## config.mk

```make
export PLATFORM = sky130hd
export DESIGN_NAME = led_sequencer
export DESIGN_NICKNAME = d
export VERILOG_FILES = /design/src/rtl/led_seq_pkg.sv /design/src/rtl/led_sequencer_rr_arbiter.sv /design/src/rtl/led_sequencer.sv
export SDC_FILE = /design/constraint.sdc
export NUM_CORES = 1
export LEC_CHECK = 0
export ABC_AREA = 1
export BUFFER_PORTS_ARGS = -buffer_cell sky130_fd_sc_hd__buf_4
export CORE_MARGIN = 10
export CORE_UTILIZATION = 55
export DETAILED_ROUTE_END_ITERATION = 10
export PLACE_DENSITY = 0.76
export SYNTH_ARGS = -nofsm -noshare
export SYNTH_HDL_FRONTEND = slang
export SYNTH_SLANG_ARGS = --single-unit
```

## constraint.sdc

```tcl
create_clock -name clk -period 2.3 [get_ports clk]
set_clock_uncertainty 0.1 [all_clocks]
set_input_delay 0.115 -clock clk [delete_from_list [all_inputs] [get_ports clk]]
set_output_delay 0.115 -clock clk [all_outputs]
set_load 0.03 [all_outputs]
```

## src/rtl/led_seq_pkg.sv

```systemverilog
// Shared types and helpers for the LED sequencer.
//   state_t      : sequencer FSM states
//   CNT_W        : width of the pulse-count register (holds 16)
//   TICK_W       : width of the tick and heartbeat counters
//   ID_W         : width of requester indices and the round-robin pointer
//   decode_count : maps a 4-bit request count to a pulse count (0 means 16)
package led_seq_pkg;

    typedef enum logic [2:0] {
        IDLE = 3'd0,
        ARB  = 3'd1,
        ON   = 3'd2,
        OFF  = 3'd3,
        GAP  = 3'd4
    } state_t;

    localparam int CNT_W  = 5;
    localparam int TICK_W = 32;
    localparam int ID_W   = 3;

    function automatic logic [CNT_W-1:0] decode_count(input logic [3:0] raw);
        if (raw == 4'd0) begin
            return CNT_W'(16);
        end
        return {1'b0, raw};
    endfunction

endpackage

```

## src/rtl/led_sequencer_rr_arbiter.sv

```systemverilog
// Combinational round-robin arbiter.
//   req    : request vector
//   ptr    : index where the search starts (must be < N_REQ)
//   winner : one-hot grant for the first set request at or above ptr, with wrap
//   valid  : high when any request is set
module rr_arbiter
    import led_seq_pkg::*;
#(
    parameter int N_REQ = 4
) (
    input  logic [N_REQ-1:0] req,
    input  logic [ID_W-1:0]  ptr,
    output logic [N_REQ-1:0] winner,
    output logic             valid
);

    logic [2*N_REQ-1:0] doubled;
    logic [N_REQ-1:0]   rotated;
    logic [3:0]         pos;

    always_comb begin
        // Rotate so bit 0 of 'rotated' is the requester at ptr.
        doubled = {req, req} >> ptr;
        rotated = doubled[N_REQ-1:0];
        winner  = '0;
        valid   = 1'b0;
        pos     = '0;
        // Walk downward so the lowest rotated offset is the one that sticks.
        for (int k = N_REQ - 1; k >= 0; k--) begin
            if (rotated[k]) begin
                pos   = 4'({1'b0, ptr}) + 4'(k);
                valid = 1'b1;
            end
        end
        if (pos >= 4'(N_REQ)) begin
            pos = pos - 4'(N_REQ);
        end
        if (valid) begin
            winner = N_REQ'(1) << pos;
        end
    end

endmodule

```

## src/rtl/led_sequencer.sv

```systemverilog
// Shares one debug LED among N_REQ requesters. A granted requester gets a
// burst of 1-16 blink pulses followed by a dark gap; while idle the LED can
// show a heartbeat.
//   clk       : system clock
//   rst       : asynchronous active-high reset
//   req       : level request per requester, held until granted
//   req_count : packed 4-bit pulse counts, index i at [4i+3:4i]; 0 means 16
//   hb_en     : heartbeat enable, only looked at while idle
//   grant     : one-hot, one cycle wide, marks the start of a burst
//   active_id : index of the requester owning the current burst
//   busy      : high whenever the sequencer is not idle
//   led       : registered LED drive
//   state_dbg : current FSM state, for observation
//
// Handshake: a requester raises req[i] and keeps it high until it sees
// grant[i]; a request dropped before its grant is simply forgotten.
module led_sequencer
    import led_seq_pkg::*;
#(
    parameter int N_REQ     = 4,
    parameter int ON_TICKS  = 1200000,
    parameter int OFF_TICKS = 1200000,
    parameter int GAP_TICKS = 3600000,
    parameter int HB_TICKS  = 6000000
) (
    input  logic                 clk,
    input  logic                 rst,
    input  logic [N_REQ-1:0]     req,
    input  logic [4*N_REQ-1:0]   req_count,
    input  logic                 hb_en,
    output logic [N_REQ-1:0]     grant,
    output logic [ID_W-1:0]      active_id,
    output logic                 busy,
    output logic                 led,
    output logic [2:0]           state_dbg
);

    localparam logic [TICK_W-1:0] ON_LAST  = TICK_W'(ON_TICKS - 1);
    localparam logic [TICK_W-1:0] OFF_LAST = TICK_W'(OFF_TICKS - 1);
    localparam logic [TICK_W-1:0] GAP_LAST = TICK_W'(GAP_TICKS - 1);
    localparam logic [TICK_W-1:0] HB_LAST  = TICK_W'(HB_TICKS - 1);

    state_t             state;
    logic [ID_W-1:0]    ptr;
    logic [TICK_W-1:0]  tick;
    logic [TICK_W-1:0]  hb_cnt;
    logic [CNT_W-1:0]   remaining;

    logic [N_REQ-1:0]   win_onehot;
    logic               win_valid;
    logic [ID_W-1:0]    win_idx;
    logic [ID_W-1:0]    next_ptr;
    logic [3:0]         win_raw;

    rr_arbiter #(.N_REQ(N_REQ)) u_arb (
        .req    (req),
        .ptr    (ptr),
        .winner (win_onehot),
        .valid  (win_valid)
    );

    // Index and raw count of the current winner.
    always_comb begin
        win_idx = '0;
        win_raw = '0;
        for (int k = 0; k < N_REQ; k++) begin
            if (win_onehot[k]) begin
                win_idx = ID_W'(k);
                win_raw = req_count[4*k +: 4];
            end
        end
        next_ptr = (win_idx == ID_W'(N_REQ - 1)) ? '0 : win_idx + 1'b1;
    end

    assign busy      = (state != IDLE);
    assign state_dbg = state;

    always_ff @(posedge clk or posedge rst) begin
        if (rst) begin
            state     <= IDLE;
            ptr       <= '0;
            tick      <= '0;
            hb_cnt    <= '0;
            remaining <= '0;
            grant     <= '0;
            active_id <= '0;
            led       <= 1'b0;
        end else begin
            grant <= '0;
            case (state)
                IDLE: begin
                    if (hb_en) begin
                        if (hb_cnt == HB_LAST) begin
                            hb_cnt <= '0;
                            led    <= ~led;
                        end else begin
                            hb_cnt <= hb_cnt + 1'b1;
                        end
                    end else begin
                        hb_cnt <= '0;
                        led    <= 1'b0;
                    end
                    if (|req) begin
                        state <= ARB;
                    end
                end
                ARB: begin
                    // A request withdrawn before arbitration leaves the
                    // heartbeat untouched and goes straight back to idle.
                    if (win_valid) begin
                        grant     <= win_onehot;
                        active_id <= win_idx;
                        ptr       <= next_ptr;
                        remaining <= decode_count(win_raw);
                        led       <= 1'b1;
                        tick      <= '0;
                        state     <= ON;
                    end else begin
                        state <= IDLE;
                    end
                end
                ON: begin
                    if (tick == ON_LAST) begin
                        tick  <= '0;
                        led   <= 1'b0;
                        state <= OFF;
                    end else begin
                        tick <= tick + 1'b1;
                    end
                end
                OFF: begin
                    if (tick == OFF_LAST) begin
                        tick      <= '0;
                        remaining <= remaining - 1'b1;
                        if (remaining == CNT_W'(1)) begin
                            state <= GAP;
                        end else begin
                            led   <= 1'b1;
                            state <= ON;
                        end
                    end else begin
                        tick <= tick + 1'b1;
                    end
                end
                GAP: begin
                    if (tick == GAP_LAST) begin
                        tick   <= '0;
                        hb_cnt <= '0;
                        led    <= 1'b0;
                        state  <= IDLE;
                    end else begin
                        tick <= tick + 1'b1;
                    end
                end
                default: begin
                    state <= IDLE;
                end
            endcase
        end
    end

endmodule

```

[After elaboration in Yosys (flattened, before gate mapping)]
Cells that the tools add are included.
Operators by class
  eq/ne operators: 16
  order comparisons: 1
  bitwise gates (word level): 1
  reduce and logical (&&, ||, !) cells: 15
  multiplexer cells: 51
  shift operators: 2
  $add $sub $neg: 8
Operators by type and width (number)
  $mux 32: 6
  $pmux 32 s3: 1
  $add 32x1->32 const B: 2
  $pmux 32 s2: 1
  $mux 4: 12
  $eq 32x21->1 const B: 1
  $eq 32x22->1 const B: 1
  $eq 32x23->1 const B: 1
  $mux 3: 8
  $mux 5: 4
  $mux 1: 15
  $pmux 3 s5: 1
  $ne 2x2->1 const B: 5
  $pmux 5 s2: 1
  $eq 3x2->1 const B: 3
  $add 3x2->4 const B: 2
  $shr 8x3->4: 1
  $reduce_and 7->1: 1
  $reduce_and 2->1: 3
  $reduce_bool 3->1: 2
  $eq 5x1->1 const B: 1
  $pmux 1 s5: 1
  $reduce_bool 5->1: 1
  $sub 5x1->5 const B: 1
  18 further kinds: 19
Word-level totals
  input bits: 23
  output and inout port bits: 12
  logic and storage cells: 102
  flip-flop bits (word level): 83

[Depth between registers and ports, before layout]
  depth after elaboration: 20
  depth in mapped cells: 17
  gate-level depth less buffers: 17

[Hierarchy]
From an unflattened synthesis, not the netlist that was laid out.
Second synthesis, totals
  cells, all modules: 896
  area, all modules: 5944.5 um^2
By module, submodules not included
  led_sequencer: cells each 805, area an instance 5430.2 um^2, seq. area each 2026.9 um^2, times used 1
  rr_arbiter: cells each 91, area an instance 514.2 um^2, seq. area each 0.0 um^2, times used 1

[Least setup slack after synthesis]
No wires, ideal clock.
  path type: register -> register
  start: register state[0] (netlist: state_dbg[0])
  end: register tick[25]
  data arrival time: 1.895 ns
  slack: 0.180 ns
  library setup time: 0.125 ns
  data required time: 2.075 ns
  clock period less this slack: 2.120 ns
  cell stages (with the launch flop): 14
  path through: dfrtp_1 -> inv_1 -> nor3_2 -> nand2_1 -> nand2_2 -> nand3_1 -> nor2_2 -> nand2_1 -> nor2_2 -> nand3_2 -> nor2_2 -> nand2_1 -> nor2_1 -> nor3b_2
On the way
  word-level cells in the longest chain between the ends: 4
  elaborated cells on any way between the ends: 9
Ends and longest elaborated chain
  start, declared: RTL line led_sequencer.sv:43  | state_t state;
  start signal, assigned: RTL line led_sequencer.sv:80  | state <= IDLE;
  start signal, assigned: RTL line led_sequencer.sv:104  | state <= ARB;
  start signal, assigned: RTL line led_sequencer.sv:117  | state <= ON;
  $eq 3x2->1: RTL line led_sequencer.sv:90  | case (state)
  $reduce_or 2->1 (no source line)
  $reduce_bool 3->1 (no source line)
  $reduce_and 2->1 (no source line)
  end signal, assigned: RTL line led_sequencer.sv:128  | tick <= tick + 1'b1;
  end signal, assigned: RTL line led_sequencer.sv:142  | tick <= tick + 1'b1;
  end signal, assigned: RTL line led_sequencer.sv:152  | tick <= tick + 1'b1;
  end, declared: RTL line led_sequencer.sv:45  | logic [TICK_W-1:0] tick;
Several ways; a longest one is shown, not always the timed one.
A chain may end at the register's enable or synchronous reset.

[Worst setup path after layout]
  start: register state[2] (netlist: state_dbg[2])
  end: register tick[30]
Same word-level chain as after synthesis.

==> flow_metrics.py <==
metrics = {
    "power_and_ir_drop": {
        "power_density_mw_per_mm2": 1100,
        "switching_share_pct": 43.0,
        "max-vdd-ir-drop_mv": 0.754,
        "p_comb_share_pct": 49.4,
        "p_leak_nw": 2.81,
        "p_int_mw": 3.95,
        "seq_power_share_pct": 30.7,
        "switchingPower_mw": 2.98,
        "power.share.clock_pct": 19.9,
    },
    "worst_setup_path": {
        "crit_path_end_kind": "flop",
        "cp_max_fo": 7,
        "path_class": "reg2reg",
        "crit_top_cell": "nor3_2",
        "crit_family": "simple AND/OR/NAND/NOR gates",
        "start_kind": "flop",
        "slowest_stage": "dfrtp_2",
        "max_stage_delay_ns": 0.48,
        "crit_arrival_ns": 2.40,
        "path_cells": "nor3_2, nand2_1, nand2_2, buf_4, nand4_1, nor3_2, nand3_1, nor3b_1, nor2_1, nor3_2",
        "worst-path-buf-inv": 1,
        "required_ns": 2.48,
    },
    "die": {
        "die_y_um": 117,
        "fp-row-count": 35,
        "die_w_um": 117,
        "start_util_pct": 56.1,
        "coreArea_mm2": 0.00915,
        "ios": 35,
        "die_area_mm2": 0.0136,
    },
    "timing": {
        "rsz0062_at_grt": "true",
        "hold_viol": 0,
        "min_period_over_period_pct": 96.4,
        "setup_viol": 0,
        "drv_slew": 0,
        "final.min_clock_period_ns": 2.22,
        "fmax_mhz": 451,
        "worst_hold_slack_ns": 0.0791,
    },
    "cells_and_area": {
        "layout_common_cells": "nand2_1, inv_1, dfrtp_1, buf_4, nor2_1",
        "nNetsFinal": 822,
        "register_area_mm2": 0.00203,
        "final_common_cell": "nand2_1",
        "finalInstanceArea_mm2": 0.00629,
        "area_delta_synth_final_pct": 22.4,
        "diodes": 0,
        "multi_input_area_mm2": 0.00279,
        "final_layout_size_suffix_gt1_share_pct": 21.7,
        "fillers": 763,
    },
    "placement": {
        "place_hpwl_um": 9510,
        "place_congestion": 0.909,
        "place_area_mm2": 0.00568,
        "io_buffers": 33,
    },
    "global_route": {
        "grt_pass1_vias": 4622,
        "grt_util_all_layers_pct": 19.3,
        "overflow": 0,
        "antenna_found_initial": 0,
        "grt_pass1_wl_um": 21600,
        "grt_max_degree": 82,
    },
    "clock_network": {
        "htreeDepth": 3,
        "clock_latency_ns": 0.35,
        "cts_made_buffers": 9,
        "clkSinkCount": 81,
        "clk_path_buf_depth": 2,
        "cts_tree": "built",
        "root_buffer": "clkbuf_8",
        "path_clk_slew_ns": 0.08,
    },
    "yosys": {
        "syn_area_per_cell_um2": 7.20,
        "ys_types": 46,
        "postSynthCellCount": 714,
        "synth_ff_type": "dfrtp_1",
        "synth-seq-cells": 81,
        "ys_async_sr_fraction_pct": 100,
        "yosysWarningCount": 0,
        "synth-edff-count": 0,
        "synth_nets": 742,
        "synth_area_mm2": 0.00514,
        "ys_seq_area_share_pct": 39.5,
    },
    "routing": {
        "vias_per_cell": 5.60,
        "ant_nets": 0,
        "drcViolationCount": 0,
        "wl_per_cell_um": 14.7,
        "first_pass_iters": 5,
        "vias": 5096,
        "drt_iter0_drc": 400,
        "wl_um": 13400,
    },
    "min_path": {
        "hold_path_class": "in2reg",
    },
    "run": {
        "drv_cap": 0,
    },
    "run_status": {
        "status": "finished clean",
    },
}
final cells by class:
cell class | count | area share (%)
clock buffers | 9 | 1.97
clock inverters | 7 | 2.25
inverters | 107 | 6.41
multi-input cells | 514 | 44.3
flip-flops and latches | 81 | 32.3
well taps | 111 | 2.21
repair buffers | 81 | 10.5
metal layers:
layer	track usage (%)	vias up	part of all wire, %	wire, um
li1	-	2549	-	-
met1	26.8	2387	48	6410
met2	30.8	140	47	6250
met3	3.08	20	4.1	553
met4	4.78	0	1.3	174
met5	0	-	0	0
what timing repair did:
action                                  4_1_cts  5_1_grt
hold buffers                                  2        0
resized for setup                             1       52
gates cloned                                  0        2
endpoints found under the setup margin        2       59
setup buffers                                 1       17
endpoints found under the hold margin        85        0
pin swaps                                     1        9
through the flow:
stage	worst slack (ns)	TNS (ns)	util, %	total power [mW]	cells
final	0.0822	0	68.7	6.93	910
after global routing	-0.0778	-0.201	68.7	7.43	910
after CTS	0.00481	0	65.3	6.50	891
after detailed placement	-0.0147	-0.0212	62.0	5.10	872
after global placement	0.0950	0	62.0	5.02	872
after floorplan	0.00491	0	-	4.19	714
state kept, by name, indices dropped and copies added (netlist names):
name       cells
hb_cnt        32
tick          32
remaining      5
grant          4
state_dbg      3
active_id      2
ptr            2
led            1
path summary, 6_finish.rpt:
kind                       slack (ns)          from  cells past startpoint           end
max reg2reg                      0.08  state_dbg[2]                     10      tick[30]
max in group asynchronous        1.41           rst                      4       tick[8]
min                              0.08  req_count[7]                      6  remaining[4]
max                              0.08  state_dbg[2]                     10      tick[30]
min reg2reg                      0.42  active_id[0]                      2  active_id[0]
min in group asynchronous        0.31           rst                      4      tick[20]
tightest hold or removal path: stages:
cell,delay [ns]
buf_4,0.08
nand2_1,0.04
nand4_1,0.10
nor2_1,0.04
nand2_1,0.06
a21oi_1,0.05
power groups by stage:
stage,clock network [mW],registers (mW),logic [mW]
4_1_cts,1.40,2.11,2.99
6_report,1.38,2.13,3.42
3_3_place_gp,0,2.12,2.90
2_1_floorplan,0,2.19,2.00
3_5_place_dp,0,2.13,2.97
5_1_grt,1.48,2.17,3.78
synth_stat cells, types with 3 or more instances:
| cell | n | share of area (%) |
|---|---|---|
| buf_2 | 4 | 0.39 |
| inv_1 | 101 | 7.4 |
| xor2_1 | 9 | 1.5 |
| nand2_1 | 138 | 10 |
| a31oi_1 | 5 | 0.61 |
| inv_2 | 6 | 0.44 |
| clkbuf_1 | 3 | 0.22 |
| buf_4 | 3 | 0.44 |
| nor2_4 | 4 | 0.88 |
| nor2_2 | 11 | 1.3 |
| nor3b_1 | 5 | 0.73 |
| dfrtp_1 | 81 | 39 |
| o22ai_1 | 13 | 1.6 |
| ha_1 | 5 | 1.2 |
| nor3_2 | 5 | 0.97 |
| nand3_2 | 3 | 0.58 |
| a21oi_1 | 27 | 2.6 |
| nor4_1 | 15 | 1.8 |
| nor2_1 | 71 | 5.2 |
| nand4_1 | 25 | 3.0 |
| o21ai_0 | 43 | 4.2 |
| nand2_2 | 9 | 1.1 |
| a211oi_1 | 4 | 0.58 |
| nand3_1 | 51 | 5.0 |
| nor3_1 | 44 | 4.3 |
kinds of logic after synthesis:
| group | after synthesis | share of synthesized area [%] |
|---|---|---|
| buf+inv | 119 | 9.18 |
| xor+xnor | 11 | 1.88 |
| fa+ha+maj | 5 | 1.22 |
| simple gates | 391 | 36.5 |
| other cells | 1 | 0.0730 |
| flops | 81 | 39.5 |
| compound gates | 106 | 11.7 |
(Power assumes the default switching activity.)
